**src/rtl/key_led_ctrl_multi_if.sv**
```systemverilog
// key_led_ctrl_multi_if
//   Groups the per-channel key/LED signals of key_led_ctrl_multi.
//   key_in   : raw asynchronous key pins (toward the controller)
//   mode     : per-channel LED mode, 0 = follow, 1 = toggle (toward the controller)
//   led_out  : registered LED drive, 1 = lit (from the controller)
//   key_flag : one-cycle pulse per debounced press (from the controller)
//   master drives keys/mode and observes LEDs/flags; slave is the controller side.
interface key_led_ctrl_multi_if #(
  parameter int CH_NUM = 4
);
  logic [CH_NUM-1:0] key_in;
  logic [CH_NUM-1:0] mode;
  logic [CH_NUM-1:0] led_out;
  logic [CH_NUM-1:0] key_flag;

  modport master (
    output key_in,
    output mode,
    input  led_out,
    input  key_flag
  );

  modport slave (
    input  key_in,
    input  mode,
    output led_out,
    output key_flag
  );
endinterface

```
**src/rtl/key_led_ctrl_multi.sv**
```systemverilog
// key_led_ctrl_multi
//   Multi-channel key front end: per channel a two-flop synchroniser, a
//   counter debouncer, a registered press-edge detector and an LED driver
//   that either follows the debounced key or toggles on each press.
//   Channels share nothing except the clock and reset.
// Ports
//   sys_clk : system clock, all logic on the rising edge
//   sys_rst : synchronous active-high reset
//   bus     : key_led_ctrl_multi_if.slave (key_in, mode in; led_out, key_flag out)
// Parameters
//   CH_NUM     : number of key/LED channels (>= 1)
//   CNT_MAX    : debounce terminal count (>= 1); a new level must persist
//                CNT_MAX+1 synchronised cycles before it is accepted
//   KEY_ACTIVE : pressed level of key_in
module key_led_ctrl_multi #(
  parameter int CH_NUM     = 4,
  parameter int CNT_MAX    = 999_999,
  parameter bit KEY_ACTIVE = 1'b0
) (
  input  logic               sys_clk,
  input  logic               sys_rst,
  key_led_ctrl_multi_if.slave bus
);

  localparam int                CW       = $clog2(CNT_MAX + 1);
  localparam logic [CW-1:0]     CNT_TOP  = CW'(CNT_MAX);
  localparam logic [CH_NUM-1:0] ACTIVE_V = {CH_NUM{KEY_ACTIVE}};
  localparam logic [CH_NUM-1:0] RELEASED = ~ACTIVE_V;

  logic [CH_NUM-1:0]         sync1;
  logic [CH_NUM-1:0]         sync2;
  logic [CH_NUM-1:0]         stable;
  logic [CH_NUM-1:0][CW-1:0] cnt;
  logic [CH_NUM-1:0]         pressed;
  logic [CH_NUM-1:0]         pressed_d;
  logic [CH_NUM-1:0]         press_evt;
  logic [CH_NUM-1:0]         led_q;
  logic [CH_NUM-1:0]         flag_q;

  // Synchronisers come out of reset at the released level so that a key
  // held through reset is seen as a fresh transition and debounced as a press.
  always_ff @(posedge sys_clk) begin
    if (sys_rst) begin
      sync1 <= RELEASED;
      sync2 <= RELEASED;
    end else begin
      sync1 <= bus.key_in;
      sync2 <= sync1;
    end
  end

  // Debouncer: any cycle where sync2 agrees with stable clears the count,
  // so only an uninterrupted run of CNT_MAX+1 differing cycles flips stable.
  always_ff @(posedge sys_clk) begin
    if (sys_rst) begin
      stable <= RELEASED;
      cnt    <= '0;
    end else begin
      for (int i = 0; i < CH_NUM; i++) begin
        if (sync2[i] == stable[i]) begin
          cnt[i] <= '0;
        end else if (cnt[i] == CNT_TOP) begin
          stable[i] <= sync2[i];
          cnt[i]    <= '0;
        end else begin
          cnt[i] <= cnt[i] + CW'(1);
        end
      end
    end
  end

  // Press events are rising edges of the debounced pressed level.
  always_comb begin
    pressed   = ~(stable ^ ACTIVE_V);
    press_evt = pressed & ~pressed_d;
  end

  // Output stage. mode is used as presented on this edge, so a mode change
  // coinciding with a press is governed by the new mode.
  always_ff @(posedge sys_clk) begin
    if (sys_rst) begin
      pressed_d <= '0;
      flag_q    <= '0;
      led_q     <= '0;
    end else begin
      pressed_d <= pressed;
      flag_q    <= press_evt;
      led_q     <= (bus.mode & (led_q ^ press_evt)) | (~bus.mode & pressed);
    end
  end

  assign bus.led_out  = led_q;
  assign bus.key_flag = flag_q;

endmodule

```
**src/flat_wrapper.sv**
```systemverilog
// flat-port wrapper written by rule: the top's interface ports become plain ports
module key_led_ctrl_multi_flat 
#(
  parameter int CH_NUM     = 4,
  parameter int CNT_MAX    = 999_999,
  parameter bit KEY_ACTIVE = 1'b0
)
  (sys_clk, sys_rst, bus_key_in, bus_mode, bus_led_out, bus_key_flag);
  key_led_ctrl_multi_if #(.CH_NUM(CH_NUM)) bus_i ();
  input  logic sys_clk;
  input  logic sys_rst;
  input wire logic [$bits(bus_i.key_in)-1:0] bus_key_in;
  input wire logic [$bits(bus_i.mode)-1:0] bus_mode;
  output wire logic [$bits(bus_i.led_out)-1:0] bus_led_out;
  output wire logic [$bits(bus_i.key_flag)-1:0] bus_key_flag;
  assign bus_i.key_in = bus_key_in;
  assign bus_i.mode = bus_mode;
  assign bus_led_out = bus_i.led_out;
  assign bus_key_flag = bus_i.key_flag;
  key_led_ctrl_multi #(.CH_NUM(CH_NUM), .CNT_MAX(CNT_MAX), .KEY_ACTIVE(KEY_ACTIVE)) u_core (.sys_clk(sys_clk), .sys_rst(sys_rst), .bus(bus_i));
endmodule
```
**config.mk**
```make
export PLATFORM = sky130hd
export DESIGN_NAME = key_led_ctrl_multi_flat
export DESIGN_NICKNAME = d
export VERILOG_FILES = /design/src/rtl/key_led_ctrl_multi_if.sv /design/src/rtl/key_led_ctrl_multi.sv /design/src/flat_wrapper.sv
export SDC_FILE = /design/constraint.sdc
export NUM_CORES = 1
export LEC_CHECK = 0
export ABC_AREA = 1
export CAP_MARGIN = 15
export CORE_AREA = 2 2 96 98
export CTS_BUF_LIST = sky130_fd_sc_hd__clkbuf_8
export CTS_CLUSTER_SIZE = 25
export DETAILED_ROUTE_END_ITERATION = 16
export DIE_AREA = 0 0 98 100
export GPL_ROUTABILITY_DRIVEN = 0
export PLACE_DENSITY = 0.85
export SYNTH_ARGS = -nofsm -noshare
export SYNTH_HDL_FRONTEND = slang
export SYNTH_SLANG_ARGS = --single-unit
```
**constraint.sdc**
```tcl
create_clock -name sys_clk -period 1.4 [get_ports sys_clk]
set_input_delay 0.14 -clock sys_clk [delete_from_list [all_inputs] [get_ports sys_clk]]
set_output_delay 0.14 -clock sys_clk [all_outputs]
set_load 0.02 [all_outputs]
```
# == Word-level counts from Yosys, hierarchy flattened ==
# Cells that the tools add are included.
# classes
reduce_logical,8
add_sub_neg,4
n_eq_ne,8
bitwise_logic,12
# op_table
operator,count
"adder 20 x 1 -> 20 bit, second input constant",4
"== test 20 bit, second input constant",4
bitwise AND 4 bit,3
NOT 4 bit,3
OR reduction 3 bit,4
AND reduction 2 bit,4
== test 1 bit,4
NOT 1 bit,4
bitwise OR 4 bit,1
bitwise XOR 4 bit,1
# totals
out_inout_bits,8
word_cells,45
input_bits,10
reg_bits,104

# == Depth between registers and ports, before layout ==
# depth
depth_word,5
ltp_mapped,9
ltp_nobuf,9

# == Worst setup path before layout ==
# No wires, ideal clock.
# synth_timing
kind,register to register
start,register u_core.cnt[0] in the netlist's numbering
end,register u_core.cnt[15] in the netlist's numbering
stages_incl_launch_ff,8
required_ps,1278
period_less_slack_ps,1431
path_slack_ps,-31
arrival_time_ps,1309
path_buffers,1
cell_sequence,dfxtp_1 ha_1 nand3_4 nor3_4 nand3_2 nand2_2 buf_6 a21oi_1
# synth_via
elab_chain_cells,2
# synth_lines
item,line_no,rtl
"start, declared",key_led_ctrl_multi.sv:33,logic [CH_NUM-1:0][CW-1:0] cnt;
"start signal, assigned by index",key_led_ctrl_multi.sv:66,cnt[i] <= cnt[i] + CW'(1);
branches (longest 2 deep; another with adder 20 x 1 -> 20 bit),--,
# Parallel ways; which one is timed is not known.
# A chain may end at the register's enable or synchronous reset.

# == Worst setup path after layout ==
# layout_timing
start,register u_core.cnt[41] in the netlist's numbering
end,register u_core.cnt[45] in the netlist's numbering
# The elaborated chain is that of the path after synthesis.

==> reports/metrics.yaml <==
global_route:
  gr-total-overflow: 0
  grtUsageTotal: 0.2209
  antenna_found_initial: 0
  grt_pass1_vias: 4326
  grt_max_degree: 21
  grt_pass1_wl_mm: 18.16
pwr:
  intPower_mw: 4.077
  switching_share: 0.2070
  pwr-share-seq: 0.579
  vdd_drop_max_v: 0.0005385
  p_sw_mw: 1.064
  combPwrFrac: 0.024
  power.leakage_nw: 2.101
  powerDensity_nw_per_um2: 847.3
  clockPowerShare: 0.397
logic_synthesis:
  synth-compound-area-share: 0.05115
  yosysTopAreaCellShare: 0.4234
  syn_avg_cell_area_um2: 7.274
  synth_nets: 690
  postSynthCellCount: 676
  synth_fa_ha_area_frac: 0.01018
  synth_area_leaders: "dfxtp_1 42%, nand2_1 12%, nor2_1 12%"
  ys_seq_area_frac: 0.4234
  ys_ff_latch: 104
  netlist_area_um2: 4917
  synth_top_family_by_area: "simple AND/OR/NAND/NOR gates"
  synthArstFlopShare: 0
  synth_most_common_cell: "nand2_1"
  synthMuxAreaShare: 0
  ys_warn_count: 0
  synth.top_cells.by_count: "155 x nand2_1, 151 x nor2_1, 104 x dfxtp_1"
  yosysTopAreaCell: "dfxtp_1"
  synthXorXnorAreaFrac: 0.06947
  synth-simple-area-share: 0.3847
  synth-edff-count: 0
  yosys_most_used_dff: "dfxtp_1"
  ys_types: 36
setup_path:
  rrSetupSlack_ps: -50
  required_ps: 1660
  regToRegEndpoint: "u_core.cnt[45]$_SDFF_PP0_"
  path_buf_inv: 0
  cpMaxStageDelayCell: "dfxtp_2"
  r2r_cells: 8
  cp_common_cell: "nand2_4"
  path_class: "reg -> reg"
  cp_cell_sequence: "ha_4 -> nand2_4 -> nor2_4 -> nand2_4 -> nor2_4 -> nand2_8 -> nand2_4 -> nor2_1"
  reg2reg_from: "u_core.cnt[41]$_SDFF_PP0_"
  end_kind: "register"
  path_delay_family: "simple AND/OR/NAND/NOR gates"
  cp.arrival_ps: 1710
  critPathLaunchType: "register"
  slowest_delay_ps: 370
  path_max_fanout: 6
cells_and_area:
  seqCellArea_um2: 2110
  finalNonFillerCells: 857
  nFillCells: 686
  multiInputGateArea_um2: 2854
  fin_util: 0.6826
  nets: 755
  syn_to_final_growth_pct: 23.41
  drive_gt1_frac: 0.2413
  n_antenna_cell: 0
clock_network:
  cts_buffers: 9
  cts_root_buf: "clkbuf_8"
  cts.sinks: 104
  clockBufferDepth: 2
  cts_tree: "done"
  clk_latency_ps: 370
  ctsHoldBuffers: 0
  cts_max_level: 3
  cts.clk_slew.worst_paths_ps: 90
sta:
  worst_slew_margin_rel: 0.7310
  max_slew.worst_pin.slew_ps: 403.5
  fin_skew_ps: 8.594
  hold_viol_final: 0
  final-setup-viol-count: 21
  min_period_over_period: 1.037
  period_needed_ps: 1451
  worst_slack_ps: -51.41
  rsz0062_at_grt: "true"
  setup_tns_ps: -591.2
  timing.fmax_mhz: 689.0
  finalMaxSlewViolations: 0
hold_path:
  worstHoldEndpoint: "u_core.sync1[1]$_SDFF_PP1_"
  hp-start: "bus_key_in[1]"
  hp-class: "in -> reg"
  worstHoldPathCells: 2
detailed_routing:
  drtPass1Iterations: 5
  drc: 0
  dr.first_iter.drc_count: 227
  vias: 4627
  ant_nets: 0
  via_per_inst: 5.399
  wire_per_inst_um: 13.80
  routed_wl_mm: 11.83
die:
  die_area_um2: 9800
  num_io_pins: 18
  row_count: 35
  initial_utilization: 0.5531
  fp.dieH_um: 100
  core_um2: 8890
  fp.dieW_um: 98
placement:
  dp_cells: 824
  dp_hpwl_mm: 7.240
  port_buffers: 17
  place_ws_ps: -172.0
run_status:
  outcome: "finished, violations left"
  violations: "negative setup slack"
job:
  drv_cap: 0
registers in the layout, summed over array words and instances (netlist names):
register	cells
u_core.cnt	80
u_core.bus.key_flag	4
u_core.bus.led_out	4
u_core.pressed_d	4
u_core.stable	4
u_core.sync1	4
u_core.sync2	4
what timing repair did:
item                                    CTS  global route
setup buffers                             7             6
resized for setup                        27            80
endpoints found under the setup margin   64            80
pin swaps                                11            22
gates cloned                              4             0
layout make-up:
class                   instances  area share
well taps                     111     0.02289
inverters                      61     0.03897
flip-flops and latches        104      0.3476
repair inverters                1    0.001237
clock inverters                 6     0.01381
multi-input cells             506      0.4703
clock buffers                  10     0.02268
repair buffers                 58     0.08247
per-layer routing:
metal / part of all wire / GRT usage / vias up
met5: 0 / 0 / -
li1: - / - / 2257
met4: 0.024 / 0.08547 / 0
met3: 0.052 / 0.04109 / 36
met2: 0.53 / 0.4062 / 166
met1: 0.40 / 0.2546 / 2168
cell usage in the layout (no fill, tap or decap), drive strengths merged:
cell type	synthesis	routed
clkbuf	1	10
nand4	12	12
o21ai	7	7
inv	61	62
o21bai	3	3
bufinv	0	2
clkdlybuf4s50	0	9
nand2	161	164
xor2	25	25
buf	7	41
dfxtp	104	104
ha	4	4
clkinvlp	0	3
xnor2	14	14
nor3	8	8
and3	4	4
o21a	2	2
or2	12	12
nor2	166	166
a21oi	26	26
clkinv	0	1
and2	2	2
dlygate4sd2	0	8
a21o	4	4
nand3b	3	3
nand3	50	50
per-stage QoR:
| step | total power [mW] | cell area (um2) | hold slack [ps] |
|---|---|---|---|
| 2_1_floorplan | 3.095 | 4920 | 243.8 |
| 3_3_place_gp | 3.148 | 5395 | 394.1 |
| 3_5_place_dp | 3.151 | 5395 | 397.3 |
| 4_1_cts | 5.147 | 5777 | 327.8 |
| 5_1_grt | 5.317 | 6068 | 332.3 |
| 6_report | 5.142 | 6068 | 329.9 |
power by group through the flow:
stage               Clock [mW]  Combinational (mW)  Sequential, mW
CTS                       2.06               0.113            2.98
global route              2.20               0.134            2.98
finish                    2.04               0.125            2.98
global placement             0               0.103            3.05
floorplan                    0              0.0506            3.04
detailed placement           0               0.105            3.05
kinds of logic (layout without fill, tap and decap cells):
group | count (synthesis) | count (layout)
DFF | 104 | 104
adders and majority gates | 4 | 4
xor gates and xnor gates | 39 | 39
AOI/OAI and AO/OA | 42 | 42
buffers and inverters | 69 | 136
and+or+nand+nor | 418 | 421
worst max-delay path by stage:
stage	from	cells past startpoint	slack, ps	to
after floorplan	u_core.cnt[40]$_SDFF_PP0_	9	20	u_core.cnt[51]$_SDFF_PP0_
after global placement	sys_rst	6	-100	u_core.cnt[32]$_SDFF_PP0_
after detailed placement	sys_rst	6	-170	u_core.cnt[36]$_SDFF_PP0_
after CTS	u_core.cnt[20]$_SDFF_PP0_	8	-5	u_core.cnt[39]$_SDFF_PP0_
after global routing	u_core.cnt[46]$_SDFF_PP0_	6	-110	u_core.cnt[59]$_SDFF_PP0_
final	u_core.cnt[41]$_SDFF_PP0_	8	-50	u_core.cnt[45]$_SDFF_PP0_
Note: power is estimated with default switching activity, not from simulation.
